<file path="src/rtl/rst_seq_pkg.sv">
// Shared types for the reset sequencer: FSM state encoding and reset-cause codes.
// Latency: n/a (types and a pure decode function only).
// Backpressure: n/a.
package rst_seq_pkg;

    typedef enum logic [1:0] {
        ASSERT  = 2'd0,
        REL_SYS = 2'd1,
        REL_PMA = 2'd2,
        RUN     = 2'd3
    } state_t;

    localparam logic [1:0] CAUSE_POR  = 2'b00;
    localparam logic [1:0] CAUSE_SW   = 2'b01;
    localparam logic [1:0] CAUSE_LOCK = 2'b10;
    localparam logic [1:0] CAUSE_WDOG = 2'b11;

    // Active-low stage resets for a state, packed as {pcs, pma, sys}.
    function automatic logic [2:0] stage_rst_n(input state_t s);
        logic [2:0] v;
        v = 3'b000;
        case (s)
            ASSERT:  v = 3'b000;
            REL_SYS: v = 3'b001;
            REL_PMA: v = 3'b011;
            RUN:     v = 3'b111;
            default: v = 3'b000;
        endcase
        return v;
    endfunction

endpackage

</file>
<file path="src/rtl/rst_seq_timer.sv">
// Up-counter with synchronous clear/enable and a terminal-count compare output.
// Latency: count updates one clock after clr/en; o_at_term is combinational on the count.
// Backpressure: none; clear has priority over enable.
// Ports: i_clk/i_rst_n clock and sync active-low reset, i_clr clear, i_en count enable,
//        i_term terminal value, o_cnt current count, o_at_term count equals i_term.
module rst_seq_timer
    import rst_seq_pkg::*;
#(
    parameter int CNT_W = 17
) (
    input  logic             i_clk,
    input  logic             i_rst_n,
    input  logic             i_clr,
    input  logic             i_en,
    input  logic [CNT_W-1:0] i_term,
    output logic [CNT_W-1:0] o_cnt,
    output logic             o_at_term
);

    logic [CNT_W-1:0] r_cnt;

    always_ff @(posedge i_clk) begin
        if (!i_rst_n) begin
            r_cnt <= '0;
        end else if (i_clr) begin
            r_cnt <= '0;
        end else if (i_en) begin
            r_cnt <= r_cnt + CNT_W'(1);
        end
    end

    assign o_cnt     = r_cnt;
    assign o_at_term = (r_cnt == i_term);

endmodule

</file>
<file path="src/rtl/rst_seq_ctrl.sv">
// Reset sequencer: holds all block resets, then releases sys -> pma -> pcs; records the cause.
// Latency: sys release HOLD_CYCLES clocks after lock is stable, each later stage STAGE_GAP after.
// Backpressure: none; abort events (lock loss > watchdog > SW) reassert all resets next edge.
// Ports: sys_clk_25m/reset_n clock and sync active-low board reset; pll_locked_i, sw_rst_req_i,
//        wdog_en_i, wdog_kick_i, cause_clr_i control inputs; *_rst_n_o staged resets,
//        rst_done_o sequence complete, rst_cause_o last cause, wdog_fired_o sticky watchdog flag.
module rst_seq_ctrl
    import rst_seq_pkg::*;
#(
    parameter int HOLD_CYCLES = 16,
    parameter int STAGE_GAP   = 8,
    parameter int WDOG_CYCLES = 65536,
    parameter int CNT_W       = 17
) (
    input  logic       sys_clk_25m,
    input  logic       reset_n,
    input  logic       pll_locked_i,
    input  logic       sw_rst_req_i,
    input  logic       wdog_en_i,
    input  logic       wdog_kick_i,
    input  logic       cause_clr_i,
    output logic       sys_rst_n_o,
    output logic       pma_rst_n_o,
    output logic       pcs_rst_n_o,
    output logic       rst_done_o,
    output logic [1:0] rst_cause_o,
    output logic       wdog_fired_o
);

    localparam logic [CNT_W-1:0] L_HOLD_TERM = CNT_W'(HOLD_CYCLES - 1);
    localparam logic [CNT_W-1:0] L_GAP_TERM  = CNT_W'(STAGE_GAP - 1);
    localparam logic [CNT_W-1:0] L_WDOG_TERM = CNT_W'(WDOG_CYCLES - 1);

    state_t           r_state;
    state_t           w_state_nxt;
    logic [2:0]       r_stage_rst_n;
    logic             r_done;
    logic [1:0]       r_cause;
    logic             r_wdog_fired;

    logic [CNT_W-1:0] w_stg_cnt;
    logic [CNT_W-1:0] w_stg_term;
    logic             w_stg_at_term;
    logic             w_stg_clr;
    logic             w_stg_en;
    logic [CNT_W-1:0] w_wd_cnt_unused;
    logic             w_wd_at_term;
    logic             w_wd_clr;

    logic             w_ab_lock;
    logic             w_ab_wdog;
    logic             w_ab_sw;
    logic             w_abort;
    logic [1:0]       w_ab_cause;

    // One counter serves both the ASSERT hold time and the inter-stage gaps;
    // it is always cleared on a state change so each phase starts from zero.
    assign w_stg_term = (r_state == ASSERT) ? L_HOLD_TERM : L_GAP_TERM;

    rst_seq_timer #(.CNT_W(CNT_W)) u_stg_timer (
        .i_clk     (sys_clk_25m),
        .i_rst_n   (reset_n),
        .i_clr     (w_stg_clr),
        .i_en      (w_stg_en),
        .i_term    (w_stg_term),
        .o_cnt     (w_stg_cnt),
        .o_at_term (w_stg_at_term)
    );

    // Watchdog only accumulates in RUN, enabled, with no kick; a kick on the
    // terminal clock suppresses the abort because w_ab_wdog requires no kick.
    assign w_wd_clr = (r_state != RUN) || !wdog_en_i || wdog_kick_i || w_abort;

    rst_seq_timer #(.CNT_W(CNT_W)) u_wd_timer (
        .i_clk     (sys_clk_25m),
        .i_rst_n   (reset_n),
        .i_clr     (w_wd_clr),
        .i_en      (1'b1),
        .i_term    (L_WDOG_TERM),
        .o_cnt     (w_wd_cnt_unused),
        .o_at_term (w_wd_at_term)
    );

    always_comb begin
        w_ab_lock   = (r_state != ASSERT) && !pll_locked_i;
        w_ab_wdog   = (r_state == RUN) && wdog_en_i && !wdog_kick_i && w_wd_at_term;
        w_ab_sw     = (r_state != ASSERT) && sw_rst_req_i;
        w_abort     = w_ab_lock || w_ab_wdog || w_ab_sw;
        w_ab_cause  = w_ab_lock ? CAUSE_LOCK : (w_ab_wdog ? CAUSE_WDOG : CAUSE_SW);

        w_state_nxt = r_state;
        w_stg_clr   = 1'b0;
        w_stg_en    = 1'b0;

        case (r_state)
            ASSERT: begin
                if (w_stg_at_term && pll_locked_i) begin
                    w_state_nxt = REL_SYS;
                    w_stg_clr   = 1'b1;
                end else if (pll_locked_i && !sw_rst_req_i) begin
                    w_stg_en    = 1'b1;
                end else begin
                    w_stg_clr   = 1'b1;
                end
            end
            REL_SYS, REL_PMA: begin
                if (w_abort) begin
                    w_state_nxt = ASSERT;
                    w_stg_clr   = 1'b1;
                end else if (w_stg_at_term) begin
                    w_state_nxt = (r_state == REL_SYS) ? REL_PMA : RUN;
                    w_stg_clr   = 1'b1;
                end else begin
                    w_stg_en    = 1'b1;
                end
            end
            RUN: begin
                w_stg_clr = 1'b1;
                if (w_abort) begin
                    w_state_nxt = ASSERT;
                end
            end
            default: begin
                w_state_nxt = ASSERT;
                w_stg_clr   = 1'b1;
            end
        endcase
    end

    // Outputs are decoded from the next state so they move on the same edge as the state.
    always_ff @(posedge sys_clk_25m) begin
        if (!reset_n) begin
            r_state       <= ASSERT;
            r_stage_rst_n <= 3'b000;
            r_done        <= 1'b0;
            r_cause       <= CAUSE_POR;
            r_wdog_fired  <= 1'b0;
        end else begin
            r_state       <= w_state_nxt;
            r_stage_rst_n <= stage_rst_n(w_state_nxt);
            r_done        <= (w_state_nxt == RUN);

            // Inside ASSERT a repeated event only re-labels the cause once the
            // hold count had made progress; the initial abort edge leaves cnt at 0.
            if (w_abort) begin
                r_cause <= w_ab_cause;
            end else if ((r_state == ASSERT) && (w_stg_cnt != '0)) begin
                if (!pll_locked_i) begin
                    r_cause <= CAUSE_LOCK;
                end else if (sw_rst_req_i) begin
                    r_cause <= CAUSE_SW;
                end
            end

            if (w_abort && (w_ab_cause == CAUSE_WDOG)) begin
                r_wdog_fired <= 1'b1;
            end else if (cause_clr_i) begin
                r_wdog_fired <= 1'b0;
            end
        end
    end

    assign sys_rst_n_o  = r_stage_rst_n[0];
    assign pma_rst_n_o  = r_stage_rst_n[1];
    assign pcs_rst_n_o  = r_stage_rst_n[2];
    assign rst_done_o   = r_done;
    assign rst_cause_o  = r_cause;
    assign wdog_fired_o = r_wdog_fired;

endmodule

</file>
<file path="config.mk">
export PLATFORM = sky130hd
export DESIGN_NAME = rst_seq_ctrl
export DESIGN_NICKNAME = d
export VERILOG_FILES = /design/src/rtl/rst_seq_pkg.sv /design/src/rtl/rst_seq_timer.sv /design/src/rtl/rst_seq_ctrl.sv
export SDC_FILE = /design/constraint.sdc
export NUM_CORES = 1
export LEC_CHECK = 0
export CORE_AREA = 3 3 74 76
export CTS_BUF_LIST = sky130_fd_sc_hd__clkbuf_8
export CTS_CLUSTER_SIZE = 14
export DETAILED_ROUTE_END_ITERATION = 7
export DIE_AREA = 0 0 77 79
export DONT_BUFFER_PORTS = 1
export PLACE_DENSITY_LB_ADDON = 0.15
export SETUP_SLACK_MARGIN = 0.15
export SYNTH_ARGS = -nofsm -noshare
export SYNTH_HDL_FRONTEND = slang
export SYNTH_HIERARCHICAL = 1
export SYNTH_SLANG_ARGS = --single-unit
</file>
<file path="constraint.sdc">
create_clock -name sys_clk_25m -period 5.6 [get_ports sys_clk_25m]
set_input_delay 0.28 -clock sys_clk_25m [delete_from_list [all_inputs] [get_ports sys_clk_25m]]
set_output_delay 0.28 -clock sys_clk_25m [all_outputs]
set_load 0.1 [all_outputs]
</file>
# After elaboration in Yosys (flattened, before gate mapping)
# Cells that the tools add are included.
# word_totals
regBits	43
latch_bits	0
mem_bits_rw	0
rom_bits	0
output_inout_bits	7
word_cells	75
n_memories	0
# op_classes
addsub	2
mul	0
n_div	0
order_cmp	0
eq_ne	11
shifts	0
n_mux	26
bitwise_logic	1
reduce_logical	28
# ops
cell	n
$add A17 B1 Y17 const B	2
$mux W2	10
$eq A17 B16 Y1 const B	1
$eq A17 B4 Y1	1
$reduce_bool A17 Y1	1
$pmux W3 S4	1
$mux W1	11
$eq A2 B2 Y1 const B	5
$logic_and A1 B1 Y1	9
$pmux W2 S3	1
$reduce_bool A2 Y1	3
$reduce_or A2 Y1	3
$logic_or A1 B1 Y1	5
$eq A2 B1 Y1 const B	2
$logic_not A1 Y1	4
$logic_not A2 Y1	2
$mux W4	1
$ne A3 B1 Y1 const B	1
$pmux W1 S3	1
$ne A2 B2 Y1 const B	1
$pmux W1 S2	1
$reduce_and A2 Y1	1
$not A1 Y1	1

# Depth between registers and ports, before layout
# Gate-level depths: netlist of run 1.
# logic_depth
depth_word	10
depth_mapped	12
ltp_nobuf	12

# By module
# The synthesis of run 1 kept the hierarchy.
# modules_own_cells
module	instances	cells_each	area_per_inst_um2	seq_area_each_um2
rst_seq_timer	2	110	960.9	340.3
rst_seq_ctrl	1	67	520.5	140.1

# Least setup slack after synthesis of run 1
# Ideal clock, no wire load.
# synth_timing
kind	reg-to-reg
from	reg, netlist name r_stage_rst_n[1]
to	reg u_stg_timer.r_cnt[15], in the netlist u_stg_timer/o_cnt[15]
arrival_time_ps	3590
t_required_ps	5479
setup_slack_ps	1890
stages_incl_launch_ff	10
path_buffers	0
synth_period_minus_slack_ps	3710
cell_sequence	dfxtp_1 > inv_1 > ha_1 > nand2_1 > maj3_1 > nor3_1 > nand4_1 > nor4_1 > nand4_1 > mux2_2
# synth_lines
item	line_no	text
end signal, assigned	rst_seq_timer.sv:28	r_cnt <= r_cnt + CNT_W'(1);
end, declared	rst_seq_timer.sv:20	logic [CNT_W-1:0] r_cnt;

==> impl_metrics.yaml, run 1 <==
setup_path:
  reg2reg_to: "u_stg_timer/o_cnt[15]"
  crit_family: "simple AND/OR/NAND/NOR gates"
  cp_slowest_cell: "dfxtp_1"
  r2r_cells: 11
  r2r_start: "r_stage_rst_n[1]"
  crit_cells: 11
  crit_buf_inv: 1
  rrSetupSlack_ps: 1380
  crit_arrival_ps: 4410
  crit_type: "register to register"
  cp_max_fo: 9
  crit_chain: "inv_1, ha_1, xor2_1, nor4_1, nand3_1, nor4_1, nor3_1, nand4_1, nor4_1, nand4_1, mux2_2"
  crit_path_end_kind: "register"
  required_ps: 5780
  path_common_cell: "nor4_1"
  slowest_delay_ps: 1060
  crit_path_start_kind: "register"
floorplan:
  num_rows: 25
  io_pins: 14
  start_util_pct: 51.03
  core_sq_mm: 0.004786
  dieHeight_um: 79
  fp.dieW_um: 77
  die-area_sq_mm: 0.006083
clock_network:
  cts.reportedPaths.clkPinSlew_ps: 80
  cts_resized: 0
  cts_buffers: 5
  h-tree-depth: 2
  cts_root_buffer: "clkbuf_8"
  cts_sinks: 41
  cts_tree: "built"
  ctsHoldBuffers: 0
  cts_setup_buffers: 0
  clock_latency_ps: 290
  cts_max_path_buffers: 2
synth:
  syn_area_sq_mm: 0.002442
  yosysWarnings: 6
  yosysUniqueCellTypes: 42
  ys.flop_type: "dfxtp_1"
  avgSynthCellArea_sq_um: 8.510
  synth_largest_area_cell: "dfxtp_1"
  synthCells: 287
  synth.area.top_cells: "dfxtp_1 (34%), xor2_1 (11%), xnor2_1 (7.9%)"
  synth_async_sr_flop_share_pct: 0
  synth-edff-count: 0
  synth_sequential_area_ratio_pct: 33.61
  ys_ff_latch: 41
  synth_top_area_share_pct: 33.61
power_and_ir_drop:
  switching_share_pct: 24.27
  power_frac_seq_pct: 52.4
  powerDensity_mw_per_mm2: 215.9
  irDropWorstVdd_uv: 152.0
  power_uw: 586.0
  p_switching_uw: 142.2
  p_comb_share_pct: 6.9
  p_int_uw: 443.8
  p_clk_share_pct: 40.7
  p_leak_uw: 0.001028
place:
  io_buffer_count: 0
  place.gp.congestion: 0.8076
  dp_hpwl_um: 3517
  dp.cells: 382
  placed_cell_area_sq_mm: 0.002599
timing:
  finalHoldViolCount: 0
  setup_viol: 0
  setup_tns_ps: 0
  skew_ps: 7.454
  layout_min_cycle_time_ps: 4223
  fin_crit_sh_pct: 75.42
  clock.fmax_mhz: 236.8
  hold_ws_ps: 121.1
  worstMarginPinSlew_ps: 1103
  drv_slew: 0
  rsz0062_at_grt: "false"
  slew_headroom_pct: 26.40
routing:
  vias: 1910
  totalWireLength_um: 4707
  viasPerCell: 4.897
  firstDrtPassIters: 4
  ant_nets: 0
  drcViolationCount: 0
  wl_per_cell_um: 12.07
  drt-initial-drc-count: 103
layout:
  diodes: 0
  layout_common_cells: "dfxtp_1 (40), conb_1 (38), nor2_1 (33), xor2_1 (30), xnor2_1 (22)"
  stdcell_area_sq_mm: 0.002714
  syn2layout_area_growth_pct: 11.12
  fin_nets: 335
  drive_above_1_share_pct: 7.740
  fill_cells: 441
  mostFrequentLayoutCell: "dfxtp_1"
  final_cells: 390
grt:
  gr-usage-all-layers_pct: 17.27
  grt_pass1_wl_um: 8611
  grt_max_degree: 18
  grt-ovfl-total: 0
  antenna_found_initial: 0
  grt_pass1_vias: 1894
job:
  maxCapViolCount: 0
min_path:
  worstHoldStart: "reset_n"
  hold_path.class: "input pin to register"
  hold_depth: 2
  holdPathEnd: "rst_cause_o[0]"
run_status:
  status: "complete, no violations"
==> layer usage <==
metal / vias up / global-route usage (%) / wire [um]
li1: 1032 / - / -
met1: 845 / 24.40 / 2471
met2: 31 / 26.39 / 2005
met3: 2 / 3.968 / 195
met4: 0 / 4.804 / 35
met5: - / 0 / 0
==> logic make-up (layout without fill, tap and decap cells) <==
group / count (synthesis) / in the layout / share of synthesized area, %
muxes: 4 / 4 / 1.742
and+or+nand+nor: 122 / 122 / 28.02
other: 2 / 38 / 0.3075
xor gates and xnor gates: 52 / 52 / 18.65
buffers and inverters: 20 / 20 / 4.457
adders and majority gates: 7 / 7 / 3.484
DFF: 41 / 41 / 33.61
AOI/OAI and AO/OA: 39 / 39 / 9.734
==> worst max-delay path by stage <==
stage                      from                     to  slack (ps)
4_1_cts        r_stage_rst_n[1]  u_stg_timer/o_cnt[15]        1390
2_1_floorplan  r_stage_rst_n[1]  u_stg_timer/o_cnt[15]        1890
3_3_place_gp   r_stage_rst_n[1]  u_stg_timer/o_cnt[15]        1570
3_5_place_dp   r_stage_rst_n[1]  u_stg_timer/o_cnt[15]        1420
5_1_grt        r_stage_rst_n[1]  u_stg_timer/o_cnt[15]         990
6_report       r_stage_rst_n[1]  u_stg_timer/o_cnt[15]        1380
==> synth_stat cells, drive strengths merged, types with 3 or more instances <==
cell type,n
o21ai,13
nand2b,3
xor2,30
nand2,20
a21oi,15
nand3,7
or4,3
nor3,11
and2,3
nor4,13
inv,12
or3,10
nor2,33
buf,5
ha,6
nand4,12
xnor2,22
clkbuf,3
dfxtp,41
==> stage by stage <==
stage	setup slack, ps	util, %
final	1377	56.71
after global routing	993.2	56.71
after CTS	1389	56.71
after detailed placement	1419	54.30
after global placement	1568	54.30
after floorplan	1890	-
==> state kept, by name, summed over array words and instances, names as in the netlist <==
register and flops:
wdog_fired_o 1, rst_cause_o 2, u_stg_timer/o_cnt 17, r_stage_rst_n 3, u_wd_timer/o_cnt 17, r_state 1
==> power groups by stage <==
| stage | clock, uW | combinational (uW) | sequential, uW |
|---|---|---|---|
| after floorplan | 0 | 35.8 | 313 |
| after CTS | 247 | 40.0 | 307 |
| after global routing | 258 | 46.5 | 308 |
| after global placement | 0 | 39.3 | 314 |
| after detailed placement | 0 | 39.7 | 314 |
| final | 238 | 40.3 | 307 |
==> final cells by class <==
| type | instances | area (sq um) | area share (%) |
|---|---|---|---|
| clock buffers | 5 | 68.82 | 2.536 |
| clock inverters | 3 | 46.29 | 1.706 |
| inverters | 12 | 45.04 | 1.660 |
| multi-input cells | 262 | 1648 | 60.72 |
| flip-flops and latches | 41 | 822.0 | 30.29 |
| well taps | 67 | 83.83 | 3.089 |
Note: power is estimated with default switching activity, not from simulation.
==> inputs of run 2 (changes only) <==
clock period = 4.3 ns   (was 5.6 ns; I/O delays follow)
==> impl_metrics.yaml, run 2 (synthesized netlist as in run 1, its figures left out) <==
layout:
  stdcell_area_sq_mm: 0.002711
  seqCellArea_sq_um: 822.0
  fin_nets: 338
  fill_cells: 464
  final_cells: 392
  mostFrequentLayoutCell: "dfxtp_1"
  syn2layout_area_growth_pct: 11.01
  diodes: 0
  drive_above_1_share_pct: 8.308
  multi_input_area_sq_mm: 0.001648
  layout_common_cells: "dfxtp_1 (40), conb_1 (38), nor2_1 (33), xor2_1 (30), xnor2_1 (22)"
floorplan:
  io_pins: 14
  core_sq_mm: 0.004786
  die-area_sq_mm: 0.006083
  dieHeight_um: 79
  fp.dieW_um: 77
  num_rows: 25
  start_util_pct: 51.03
grt:
  grt_pass1_vias: 1854
  antenna_found_initial: 0
  grt_pass1_wl_um: 8280
  grt_max_degree: 18
  grt-ovfl-total: 0
  gr-usage-all-layers_pct: 16.72
clock_network:
  cts_resized: 0
  cts_root_buffer: "clkbuf_8"
  cts_setup_buffers: 0
  cts_tree: "built"
  clock_latency_ps: 290
  cts_max_path_buffers: 2
  h-tree-depth: 2
  cts_sinks: 41
  cts.reportedPaths.clkPinSlew_ps: 80
  ctsHoldBuffers: 0
  cts_buffers: 5
place:
  placed_cell_area_sq_mm: 0.002621
  place.gp.congestion: 0.7785
  io_buffer_count: 0
  dp.cells: 385
  dp_hpwl_um: 3358
setup_path:
  cp_max_fo: 6
  required_ps: 4520
  crit_arrival_ps: 3670
  crit_path_start_kind: "register"
  crit_path_end_kind: "register"
  crit_type: "register to register"
power_and_ir_drop:
  p_clk_share_pct: 36.0
  power_uw: 707.8
  power_frac_seq_pct: 56.5
  p_int_uw: 531.8
  powerDensity_mw_per_mm2: 261.1
  p_switching_uw: 176.0
  switching_share_pct: 24.86
  p_comb_share_pct: 7.4
  p_leak_uw: 0.001031
  irDropWorstVdd_uv: 145.0
timing:
  rsz0062_at_grt: "false"
  skew_ps: 5.546
  clock.fmax_mhz: 289.8
  layout_min_cycle_time_ps: 3450
  setup_tns_ps: 0
  drv_slew: 0
  hold_ws_ps: 50.81
  slew_headroom_pct: 33.35
  fin_crit_sh_pct: 80.23
  setup_viol: 0
  worstMarginPinSlew_ps: 1002
  finalHoldViolCount: 0
routing:
  drcViolationCount: 0
  totalWireLength_um: 4511
  drt-initial-drc-count: 104
  wl_per_cell_um: 11.51
  firstDrtPassIters: 4
  viasPerCell: 5.028
  vias: 1971
  ant_nets: 0
job:
  maxCapViolCount: 0
run_status:
  status: "complete, no violations"
min_path:
  hold_path.class: "input pin to register"
-- run 2: changes by cell type in the layout (fill, tap and decap cells not counted), sizes merged --
cell | previous run | this run
buf | 0 | 3
clkinv | 1 | 0
bufinv | 1 | 0
clkbuf | 5 | 6
-- run 2: layer usage --
| metal | vias to the layer above | global-route usage (%) | share of wire, % |
|---|---|---|---|
| met1 | 894 | 21.56 | 51 |
| met4 | 0 | 5.872 | 0.89 |
| li1 | 1037 | - | - |
| met2 | 36 | 26.48 | 43 |
| met5 | - | 0 | 0 |
| met3 | 4 | 5.215 | 4.6 |
-- run 2: stage by stage --
step	setup slack, ps	utilization (%)
CTS	852.6	56.65
finish	849.9	56.65
detailed placement	884.2	54.77
floorplan	589.8	-
global route	599.8	56.65
global placement	1004	54.77
-- run 2: power by group through the flow --
stage / Sequential, uW / Clock, uW / Combinational, uW
floorplan: 408 / 0 / 46.6
global route: 401 / 282 / 60.7
global placement: 409 / 0 / 52.4
finish: 400 / 255 / 52.6
CTS: 400 / 268 / 52.6
detailed placement: 409 / 0 / 52.2
-- run 2: path summary, 6_finish.rpt --
path                        startpoint               endpoint  slack (ps)  cells after the start
setup reg to reg      r_stage_rst_n[1]  u_stg_timer/o_cnt[16]         850                     10
hold reg to reg   u_wd_timer/o_cnt[16]   u_wd_timer/o_cnt[16]         510                      2
hold / removal                 reset_n         rst_cause_o[0]          50                      2
setup / recovery      r_stage_rst_n[1]  u_stg_timer/o_cnt[16]         850                     10
-- run 2: worst max-delay path, cell delays in order (launching register included) --
cell and delay [ps]:
dfxtp_1 320, buf_4 240, ha_1 300, nand4b_1 190, nand2_1 80, maj3_1 350
nor3_1 520, nand3_2 270, or4_4 610, or3_1 360, a21oi_1 130
-- run 2: area by class of cell --
type | instances | share of cell area, %
well taps | 67 | 3.092
flip-flops and latches | 41 | 30.32
repair buffers | 3 | 0.8306
clock buffers | 6 | 3.046
inverters | 12 | 1.661
clock inverters | 1 | 0.2769
multi-input cells | 262 | 60.78
